**config.mk**
```make
export PLATFORM = sky130hd
export DESIGN_NAME = dct_row_butterfly
export DESIGN_NICKNAME = d
export VERILOG_FILES = /design/src/rtl/dct_row_butterfly.sv
export SDC_FILE = /design/constraint.sdc
export NUM_CORES = 1
export LEC_CHECK = 0
export CORE_ASPECT_RATIO = 0.8
export CORE_MARGIN = 5
export CORE_UTILIZATION = 40
export DETAILED_ROUTE_END_ITERATION = 7
export PLACE_DENSITY = 0.73
export SYNTH_ARGS = -nofsm -noshare
export SYNTH_HDL_FRONTEND = slang
export SYNTH_SLANG_ARGS = --single-unit
```
**constraint.sdc**
```tcl
create_clock -name sys_clk -period 5.35 [get_ports sys_clk]
set_input_delay 1.3375 -clock sys_clk [delete_from_list [all_inputs] [get_ports sys_clk]]
set_output_delay 1.3375 -clock sys_clk [all_outputs]
set_load 0.005 [all_outputs]
```
**src/rtl/dct_row_butterfly.sv**
```systemverilog
// Row DCT front end: collects 8 pixels, level-shifts them, forms the even/odd butterfly,
// and launches the DA stages no more often than once every DA_GAP cycles.
module dct_row_butterfly #(
  parameter int DA_GAP = 6
) (
  input  logic               sys_clk,
  input  logic               sys_rst_n,
  input  logic               pix_valid,
  input  logic [7:0]         pix_data,
  output logic               pix_ready,
  output logic signed [11:0] X0,
  output logic signed [11:0] X1,
  output logic signed [11:0] X2,
  output logic signed [11:0] X3,
  output logic signed [11:0] D0,
  output logic signed [11:0] D1,
  output logic signed [11:0] D2,
  output logic signed [11:0] D3,
  output logic               DA_start,
  output logic [2:0]         row_idx,
  output logic               blk_done
);

  // state   | meaning
  // COLLECT | accepting pixels; launches directly on the 8th if the gap allows
  // PEND    | full row held, waiting for the DA gap before launching
  typedef enum logic {ST_COLLECT, ST_PEND} state_t;

  localparam logic [3:0] GAP_MIN = 4'(DA_GAP - 1);

  state_t            r_state, w_state_nxt;
  logic [2:0]        r_col;
  logic signed [8:0] r_s [7];
  logic signed [8:0] r_s7;
  logic [3:0]        r_gap;
  logic [2:0]        r_row_nxt;
  logic [2:0]        r_row_idx;
  logic signed [11:0] r_x [4];
  logic signed [11:0] r_d [4];
  logic              r_da_start;
  logic              r_blk_done;

  logic              w_xfer;
  logic              w_last;
  logic              w_gap_ok;
  logic              w_launch;
  logic signed [8:0] w_s_in;
  logic signed [8:0] w_smp [8];

  assign w_s_in   = $signed({1'b0, pix_data} - 9'd128);
  assign w_last   = (r_col == 3'd7);
  assign w_gap_ok = (r_gap >= GAP_MIN);
  assign w_xfer   = pix_valid & pix_ready;

  // In COLLECT the 8th sample comes straight from the input; in PEND from the holding register.
  always_comb begin
    for (int k = 0; k < 7; k++) w_smp[k] = r_s[k];
    w_smp[7] = (r_state == ST_COLLECT) ? w_s_in : r_s7;
  end

  always_ff @(posedge sys_clk or negedge sys_rst_n) begin
    if (!sys_rst_n) r_state <= ST_COLLECT;
    else            r_state <= w_state_nxt;
  end

  always_comb begin
    w_state_nxt = r_state;
    case (r_state)
      ST_COLLECT: if (w_xfer && w_last && !w_gap_ok) w_state_nxt = ST_PEND;
      ST_PEND:    if (w_gap_ok) w_state_nxt = ST_COLLECT;
      default:    w_state_nxt = ST_COLLECT;
    endcase
  end

  always_comb begin
    pix_ready = 1'b0;
    w_launch  = 1'b0;
    case (r_state)
      ST_COLLECT: begin
        pix_ready = 1'b1;
        w_launch  = pix_valid && w_last && w_gap_ok;
      end
      ST_PEND:    w_launch = w_gap_ok;
      default:    w_launch = 1'b0;
    endcase
  end

  always_ff @(posedge sys_clk or negedge sys_rst_n) begin
    if (!sys_rst_n) begin
      r_col      <= '0;
      for (int k = 0; k < 7; k++) r_s[k] <= '0;
      r_s7       <= '0;
      r_gap      <= 4'hF;
      r_row_nxt  <= '0;
      r_row_idx  <= '0;
      for (int k = 0; k < 4; k++) begin
        r_x[k] <= '0;
        r_d[k] <= '0;
      end
      r_da_start <= 1'b0;
      r_blk_done <= 1'b0;
    end else begin
      r_da_start <= w_launch;
      r_blk_done <= w_launch && (r_row_nxt == 3'd7);
      if (w_xfer) begin
        r_col <= r_col + 3'd1;
        if (!w_last) r_s[r_col] <= w_s_in;
        else         r_s7 <= w_s_in;
      end
      if (w_launch)           r_gap <= '0;
      else if (r_gap != 4'hF) r_gap <= r_gap + 4'd1;
      if (w_launch) begin
        for (int k = 0; k < 4; k++) begin
          r_x[k] <= {{3{w_smp[k][8]}}, w_smp[k]} + {{3{w_smp[7-k][8]}}, w_smp[7-k]};
          r_d[k] <= {{3{w_smp[k][8]}}, w_smp[k]} - {{3{w_smp[7-k][8]}}, w_smp[7-k]};
        end
        r_row_idx <= r_row_nxt;
        r_row_nxt <= r_row_nxt + 3'd1;
      end
    end
  end

  assign X0       = r_x[0];
  assign X1       = r_x[1];
  assign X2       = r_x[2];
  assign X3       = r_x[3];
  assign D0       = r_d[0];
  assign D1       = r_d[1];
  assign D2       = r_d[2];
  assign D3       = r_d[3];
  assign DA_start = r_da_start;
  assign row_idx  = r_row_idx;
  assign blk_done = r_blk_done;

endmodule

```
==> results by stage <==
Logic synthesis:
- The sequential-to-total area share from yosys stat is 44.3%.
- The post-synthesis share of cell area spent on and, or, nand and nor gates is roughly an eighth.
- By count the netlist is led by 152 x dfrtp_1, 128 x nand2_1, 74 x o21ai_0.
- The post-synthesis async set-or-reset flop share is 100%.
- The count of warnings emitted by yosys is 0.
- The synthesized net count is 960.
- The synthesized design devotes to its leading area cell type 43.2% of total area.
- The adder-cell share of the synthesized area is 11.9%.
- The complex-gate fraction of the synthesized area is about an eighth.
- After Yosys synthesis, XOR and XNOR cells account for 4.67% of the synthesized area.
- The most used standard cell by instance count after synthesis is dfrtp_1.
- The average instance in the mapped netlist occupies approximately 10 sq um.
- The gate count of the mapped netlist is 870.
- The post-synthesis cell type with the largest combined area is dfrtp_1.
- The post-synthesis register bit count is 156.
- Among all flip-flop cells after synthesis, the most frequent one is dfrtp_1.
- After synthesis the cells add up to 0.00881 sq mm.
- The number of flops mapped to enable cells by yosys is 0.
- The multiplexer area fraction after synthesis is 7.32%.
- Yosys attributes the largest share of cell area to dfrtp_1 43%, ha_1 10%, mux2_2 6.5%.
- Counting distinct cell types in the post-synthesis netlist gives 54.
- After synthesis, the largest family of logic cells by area is compound AO/OA/AOI/OAI gates.

Clocking:
- The clock-pin slew on the worst setup and hold paths is 0.06 ns.
- Post-CTS repair changed the size of 0 cells.
- The number of H-tree levels is 4.
- The CTS buffer count is 17.
- For this design, the CTS-stage hold fixing added 0 buffers.
- The clock passes through at most 2 buffers.
- The number of setup buffers added after CTS is 0.
- The latest clock arrival within the worst-skew pair is around 0.42 ns.
- The cell sitting at the root of the clock tree is a clkbuf_16.
- The count of clock tree sinks is 156.
- TritonCTS built the clock tree.

Cells and area:
- The count of antenna diodes in the layout is 0.
- The filler cells instantiated in the layout total 1941.
- The post-layout instance count excluding filler cells is 1231.
- The number of nets in the finished design is 1033.
- The total non-filler cell area in the finished layout is 0.0105 sq mm.
- The area growth from synthesis to layout is 19.6%.
- The share of final-layout standard cells stronger than drive strength 1 is 11.7%.
- For this run, the share of the core covered by cells in the final layout is 48.8%.

Critical path:
- The kind of critical path is in2reg.
- The critical path contains buffers and inverters numbering 2 combined.
- Along the worst path, the maximum fanout reaches 9.
- The worst endpoint data arrival time is between 3 and 4 ns.
- The type of element launching the critical path is an input port.
- The kind of cell with the highest combined delay along the critical path is compound AO/OA/AOI/OAI gates.
- For the worst flop-to-flop path, the logic depth is 7.
- Data on the critical path is required at its endpoint by 5.70 ns.
- The critical-path cell with the highest stage delay is clkdlybuf4s50_1.
- The critical path runs through a total of 10 cells.
- The signal on the critical path passes through clkdlybuf4s50_1, mux2_2, ha_1, inv_1, fa_1, a211oi_2, o21bai_1, a21o_1, a2111oi_4, o22a_1.
- The delay of the slowest cell on the worst path is 0.65 ns.
- The nature of the critical path endpoint is a flip-flop.

STA:
- The count of endpoints failing hold in the final timing report came to 0.
- The pin slew with the least headroom to its limit is 0.898 ns.
- Timing would allow up to 0.276 GHz.
- The worst pin sits at a relative slew slack of 40.2%.
- The post-route clock skew is between 0.01 and 0.015 ns.
- After layout, the minimum clock period comes to 3.63 ns.
- The share of the cycle needed by the critical path after routing is 67.8%.
- The number of setup violations in the final report is 0.
- The number of max-slew violations in the final report is 0.
- Hold is met by 0.472 ns.
- Setup repair after global routing left no endpoint under its margin.
- Setup total negative slack on the finished layout was measured at 0 ns.

Placed design:
- The placed cell count is 1199.
- The instance area after placement is 0.00995 sq mm.
- The count of buffers inserted at the top-level ports is 112.
- Summed over all nets, the half-perimeter wirelength after detailed placement is 13800 microns.
- The final weighted congestion in routability-driven placement is 0.842.

Die:
- The core footprint is 0.0216 sq mm.
- The overall die width is 176 microns.
- The floorplan has 48 rows.
- The initial core utilization is 40.8%.
- The die is between 100 and 150 microns tall.
- In this run the count of I/O pins placed on the die edge is about 110.
- The die footprint is 0.0251 sq mm.

Run:
- The max-capacitance violation count is 0.

GRT:
- The initial antenna violation count is 3.
- The largest net degree at the start of global routing is 97.
- The total global routing overflow is 0.
- The first global-routing pass estimated 31000 microns of wire.
- The number of global-route vias before repair came to 6057.
- The overall routing resource usage is ~15%.

Detailed routing:
- The via total after detailed routing is between 6000 and 7000.
- For this run, design rule violations remaining after detail routing come to 0.
- The iteration-0 DRC count of the detailed router is roughly 470.
- Dividing the detail-routed via count by the number of cells gives 5.07.
- The pre-antenna-repair detailed-routing pass consisted of 5 iterations.
- The detail-routed net length per standard cell is 15.3 microns.
- For this block, the routed nets add up to 18800 microns of wire.
- The detail route stage leaves a number of antenna-violating nets equal to 0.

Power and ir drop:
- The areal power density over the cells is 697 mW/mm^2.
- The leakage power is approximately 4.8 nW.
- VDD sags by at most 0.252 mV.

Min path:
- The tightest min-delay check is of the reg2reg type.
- The cell depth of the worst hold path is 2.

Run status:
- The flow ran to the end, and the final reports show no timing, DRC or antenna violations.
[tightest hold or removal path: stages (launching register included)]
cell,delay [ns]
dfrtp_1,0.34
nand2_1,0.05
nand2_1,0.05
[cells by family (layout without fill, tap and decap cells)]
kind of cell / count (synthesis) / count (layout)
multiplexers: 58 / 58
buffers and inverters: 121 / 207
adder cells (fa/ha/maj): 79 / 79
AO/OA/AOI/OAI: 184 / 184
flip-flops: 156 / 156
XOR/XNOR: 47 / 47
AND/OR/NAND/NOR: 225 / 225
[routing by layer]
layer | vias up | wire length (microns) | track usage [%]
met4 | 6 | 244 | 4.14
met2 | 126 | 8740 | 24.4
met1 | 3014 | 8840 | 20.9
met5 | - | 33 | 0
met3 | 25 | 980 | 4.02
li1 | 3066 | - | -
[cell type report]
class / count / area, sq um / area share (%)
clock inverter: 10 / 140 / 1.33
timing repair buffer: 116 / 1150 / 10.9
multi-input combinational: 593 / 4320 / 41.0
inverter: 59 / 221 / 2.10
sequential: 156 / 3910 / 37.1
clock buffer: 22 / 454 / 4.31
tap: 275 / 344 / 3.26
[power by group]
part           switching [W]  internal, W
sequential          0.000430      0.00174
combinational        0.00196      0.00199
clock               0.000479     0.000747
[registers in the layout (all words and copies together) (netlist names)]
register   flops
r_s           56
DA_start       1
row_idx        3
D0             9
r_col          3
D1             9
r_s7           8
X3             9
r_row_nxt      3
blk_done       1
D2            10
X1            10
X0            10
D3            10
r_state        1
X2             9
r_gap          4
[per-stage QoR]
stage          total power [W]  setup WS, ns
2_1_floorplan          0.00486          2.11
3_3_place_gp           0.00604          1.35
3_5_place_dp           0.00616          1.31
4_1_cts                0.00742          1.73
5_1_grt                0.00797          1.60
6_report               0.00735          1.72
[final timing paths]
check / start / end / slack [ns]
max: pix_data[0] / D0[8] / 1.72
min: row_idx[2] / row_idx[2] / 0.47
max reg2reg: r_col[0] / D0[8] / 2.46
min reg2reg: row_idx[2] / row_idx[2] / 0.47
max in group asynchronous: sys_rst_n / X0[3] / 3.33
min in group asynchronous: sys_rst_n / X3[6] / 0.98
[cell usage in the layout, fill, tap and decap left out, drive strengths merged, types with 3 or more instances in the layout]
cell / instances
nand3: 5
nand2b: 11
xnor2: 34
inv: 60
nand3b: 5
bufinv: 3
mux2: 52
a31oi: 9
nand2: 134
clkinvlp: 3
nor2: 33
nor3b: 6
clkbuf: 22
ha: 71
nor2b: 11
a21oi: 30
o22a: 7
a211oi: 6
o21bai: 12
a21o: 11
dfstp: 4
xor2: 13
o21ai: 79
buf: 5
dfrtp: 152
mux2i: 6
o211ai: 6
clkdlybuf4s50: 111
clkinv: 3
o31ai: 11
nor3: 10
fa: 8
(Power assumes the default switching activity.)
